### src/rtl/filter_mux_scheduler.sv
// filter_mux_scheduler: round-robin time-shared 2-tap average / decimate-by-2 over NCH channels.
module filter_mux_scheduler #(
  parameter int NCH = 4,
  parameter int W = 16,
  localparam int CW = $clog2(NCH)
) (
  input  logic             clk,
  input  logic             rst,
  input  logic [NCH-1:0]   in_valid,
  input  logic [NCH*W-1:0] in_data,
  output logic [NCH-1:0]   in_ready,
  output logic             out_valid,
  output logic [W-1:0]     out_data,
  output logic [CW-1:0]    out_ch,
  input  logic             out_ready,
  output logic             busy
);
  logic [W-1:0] data_a [NCH];
  logic [W-1:0] prev_q [NCH];
  logic [W-1:0] prev_d [NCH];
  logic [NCH-1:0] phase_q, phase_d, elig;
  logic [CW-1:0] rr_q, rr_d, out_ch_q, out_ch_d, g, idx;
  logic [W-1:0] out_data_q, out_data_d, din;
  logic [W:0] sum;
  logic out_valid_q, out_valid_d, found, slot_free;

  for (genvar i = 0; i < NCH; i++) begin : g_unpack
    assign data_a[i] = in_data[i*W +: W];
  end

  assign slot_free = !out_valid_q || out_ready;
  // Phase-0 samples never need the output slot, so a stall only blocks pair completions.
  assign elig = in_valid & (~phase_q | {NCH{slot_free}});

  always_comb begin
    found = 1'b0;
    g = '0;
    idx = '0;
    for (int k = NCH - 1; k >= 0; k--) begin
      idx = CW'((int'(rr_q) + k) % NCH);
      if (elig[idx]) begin
        found = 1'b1;
        g = idx;
      end
    end
  end

  assign in_ready = {NCH{found && !rst}} & (NCH'(1) << g);
  assign din = data_a[g];
  assign sum = {prev_q[g][W-1], prev_q[g]} + {din[W-1], din};

  always_comb begin
    prev_d = prev_q;
    phase_d = phase_q;
    rr_d = rr_q;
    out_valid_d = out_valid_q && !out_ready;
    out_data_d = out_data_q;
    out_ch_d = out_ch_q;
    if (found) begin
      prev_d[g] = din;
      phase_d[g] = !phase_q[g];
      rr_d = (int'(g) == NCH - 1) ? '0 : g + 1'b1;
      out_valid_d = phase_q[g] || out_valid_d;
      out_data_d = phase_q[g] ? sum[W:1] : out_data_q;
      out_ch_d = phase_q[g] ? g : out_ch_q;
    end
  end

  always_ff @(posedge clk) begin
    if (rst) begin
      for (int i = 0; i < NCH; i++) prev_q[i] <= '0;
      phase_q <= '0;
      rr_q <= '0;
      out_valid_q <= 1'b0;
      out_data_q <= '0;
      out_ch_q <= '0;
    end else begin
      prev_q <= prev_d;
      phase_q <= phase_d;
      rr_q <= rr_d;
      out_valid_q <= out_valid_d;
      out_data_q <= out_data_d;
      out_ch_q <= out_ch_d;
    end
  end

  assign out_valid = out_valid_q;
  assign out_data = out_data_q;
  assign out_ch = out_ch_q;
  assign busy = out_valid_q || |in_valid;
endmodule

### config.mk
export PLATFORM = sky130hd
export DESIGN_NAME = filter_mux_scheduler
export DESIGN_NICKNAME = d
export VERILOG_FILES = /design/src/rtl/filter_mux_scheduler.sv
export SDC_FILE = /design/constraint.sdc
export NUM_CORES = 1
export LEC_CHECK = 0
export ABC_AREA = 1
export CAP_MARGIN = 30
export CORE_MARGIN = 2
export CORE_UTILIZATION = 58
export CTS_CLUSTER_SIZE = 12
export DETAILED_ROUTE_END_ITERATION = 10
export GPL_ROUTABILITY_DRIVEN = 0
export GPL_TIMING_DRIVEN = 0
export PLACE_DENSITY = 0.93
export SLEW_MARGIN = 5
export SYNTH_ARGS = -nofsm -noshare
export SYNTH_HDL_FRONTEND = slang
export SYNTH_SLANG_ARGS = --single-unit
export TNS_END_PERCENT = 1
### constraint.sdc
create_clock -name clk -period 8.25 [get_ports clk]
set_clock_uncertainty 0.1 [all_clocks]
set_input_delay 2.475 -clock clk [delete_from_list [all_inputs] [get_ports clk]]
set_output_delay 2.475 -clock clk [all_outputs]
set_load 0.005 [all_outputs]
==> results by group <==
Run status
  • Status: completed

Setup path
  • Largest delay share family, worst path: buffers and inverters
  • Maximum fanout count along the critical path: 20
  • Type of element capturing the critical path: output pin
  • CP max stage cell: clkdlybuf4s50_1
  • Worst Path Required: 5.68 ns
  • WP buf/inv: 7
  • Cell breakdown of the critical path: clkdlybuf4s50_1 > inv_1 > nand3_1 > nand3_1 > nand2_1 > nand2_2 > nand2_2 > inv_1 > nand2_1 > nand3_2 > nand2_4 > buf_4 > buf_12 > ha_1 > nand2_2 > clkbuf_4 > nor2_1 > clkdlybuf4s50_1
  • Arrival time at the worst endpoint: 5.45 ns
  • CP max stage delay: 0.51 ns
  • Critical Path Start Type: input pin
  • Category of the most critical setup path: input pin to output pin
  • Most common cell on crit path: nand2_2

Clock network
  • Clock tree buffer depth: 2
  • Number of post-CTS setup repair buffers: 0
  • Clock tree from TritonCTS: built
  • Skew-Pair Late Insertion Delay: 0.36 ns
  • Number of buffers added by the clock tree synthesis step: 9
  • Sink count of the clock tree: 89
  • Root Buffer: clkbuf_8
  • H-tree depth: 3
  • Clock Pin Slew Worst Setup and Hold Paths: 0.09 ns

Global route
  • Antenna violations before repair: 0
  • Global-route wire length before repair: 24,410 um
  • Number of global-route vias before repair: 5,311
  • Total gr overflow: 0
  • Maximum number of pins on one net before global-route repair: 21
  • Overall routing resource usage: 30.07%

Cells and area
  • Share of post-route cells with drive strength above 1: 8.333%
  • Footprint of the multi-input gates: 2929 sq um
  • Layout net count: 998
  • Register cell area after layout: 1782 sq um
  • Final-layout fill cell count: 702
  • Signed area change from the synthesized netlist to the final layout: 24.01%
  • Count of inserted antenna diode cells: 0

Synth
  • Number of storage elements in the synthesis netlist: 89
  • Cells taking the most area after synthesis: dfxtp_1 33%, o21ai_0 12%, a21oi_1 8.8%
  • Proportion of register bits with asynchronous set or reset after synthesis: 0%
  • Post-synthesis area per instance: 6.692 sq um
  • Top cells by count, synth: 133 x o21ai_0, 126 x inv_1, 109 x nand2_1
  • Proportion of netlist area held by the largest area contributor: 33.03%
  • Cell taking the most area after synthesis: dfxtp_1
  • Number of instances in the synthesized netlist: 806
  • Combined area of all synthesized cells: 5394 sq um
  • Number of synthesized flops with an enable pin: 0
  • Yosys warns: 0
  • Net count of the mapped netlist: 897
  • Top_reg_cell synth: dfxtp_1
  • Post-synthesis cell type count: 36
  • Register area share after synthesis: 33.03%
  • Cell with the most instances after synthesis: o21ai_0

Place
  • Detailed placement HPWL: 11,230 um
  • Total of buffers placed on input and output ports: 93

Timing
  • Unrepaired setup endpoints after global routing: true
  • Max Freq: 124.6 MHz
  • Final number of setup-violating endpoints: 0
  • Final critical path time including I/O delays and setup: 8.024 ns
  • Post-route fraction of the period consumed by the critical path: 97.26%
  • Transition time of the tightest slew-check pin: 0.5857 ns
  • Worst slew margin: 60.95%
  • Fin. Hold Viols: 0
  • Total negative slack: 0 ns
  • Count of final max-slew check failures: 0

Die
  • Number of core rows: 35
  • Core Area: 9109 sq um
  • Ports: 95
  • Horizontal die dimension: 100.4 um
  • Die footprint: 10,090 sq um
  • DIE HEIGHT: 100.4 um
  • Starting Density: 59.22%

Drt
  • Via density per instance: 5.557
  • Overall routed net length: 14,740 um
  • Final routed wire length divided by cell count: 14.41 um
  • Number of detailed-routing iterations run before antenna repair: 6
  • Remaining antenna violation count after routing: 0
  • Post-detailed-route DRC marker count: 0
  • Drt first-iter violations: 418
  • Total via count after detailed routing: 5,685

Worst hold path
  • Worst min path class: register to register

Job
  • Count of max-cap constraint violations: 0
repair_timing:
action | 4_1_cts | 5_1_grt
hold buffers | 0 | 0
setup endpoints to repair | 4 | 3
resized for setup | 3 | 19
per-stage QoR:
stage | area [sq um] | util (%) | cells | hold WS, ns | setup WS [ns]
after floorplan | 5394 | - | 806 | 0.3594 | 1.226
after global placement | 6464 | 70.96 | 1010 | 0.3775 | -0.4123
after detailed placement | 6464 | 70.96 | 1010 | 0.3852 | -0.4544
after CTS | 6643 | 72.93 | 1023 | 0.4005 | 0.01250
after global routing | 6689 | 73.43 | 1023 | 0.4156 | -0.02133
final | 6689 | 73.43 | 1023 | 0.4051 | 0.2265
cells by family after synthesis:
family | count (synthesis) | share of synthesized area (%)
AOI/OAI and AO/OA | 260 | 27.77
xor gates and xnor gates | 9 | 1.601
adders and majority gates | 20 | 4.779
buffers and inverters | 175 | 12.97
DFF | 89 | 33.03
and+or+nand+nor | 253 | 19.86
worst reg2reg max path: cells and delay by family (launching register included):
kind                     cells  cell delay [ns]
AND/OR/NAND/NOR             17             1.70
buffers and inverters        4             0.73
flip-flops                   1             0.45
adder cells (fa/ha/maj)      1             0.38
AO/OA/AOI/OAI                9             1.35
final timing paths:
kind                           start                         to  slack [ns]  depth (start not counted)
min reg2reg  phase_q[2]$_SDFFE_PP0P_    phase_q[2]$_SDFFE_PP0P_        0.41                          2
min          phase_q[2]$_SDFFE_PP0P_    phase_q[2]$_SDFFE_PP0P_        0.41                          2
max reg2reg     out_valid$_SDFF_PP0_  out_data[13]$_SDFFE_PP0P_        3.44                         31
max                        out_ready                in_ready[3]        0.23                         18
area by class of cell:
cell class	instances	share of cell area, %
Multi-Input combinational cell	542	43.79
Clock buffer	10	1.908
Buffer	40	3.386
Clock inverter	6	0.8792
Sequential cell	89	26.64
Tap cell	111	2.076
Timing Repair Buffer	93	13.92
Inverter	132	7.407
registers in the layout, summed over array words and instances, names as in the netlist:
register and cells:
out_data 16, out_valid 1, rr_q 2, out_ch 2, phase_q 4, prev_q 64
cell usage in the layout, fill, tap and decap left out, types with 3 or more instances in the layout:
cell               n
o21bai_1           5
a32oi_2           13
inv_1            126
buf_2              9
ha_1              19
nand2_1          106
dfxtp_1           89
clkinv_2           4
nand3_1           28
o21a_1             4
xor2_1             6
nand2_2           12
nor3_1             4
clkbuf_4           3
a21oi_1           95
nand3_2            3
clkbuf_1          21
clkdlybuf4s50_1   93
inv_2              4
buf_4              5
o21ai_0          133
o211ai_1           3
nor2_1            91
clkbuf_8           9
routing by layer:
layer	up-vias	part of all wire, %	GRT usage, %
li1	2819	-	-
met1	2605	42	36.51
met2	214	50	53.38
met3	47	5.1	3.760
met4	0	3.6	12.86
met5	-	0	0
Power is left out: the tool's default activity adds up to more than one toggle a clock period on the data nets, which glitch-free logic cannot reach.
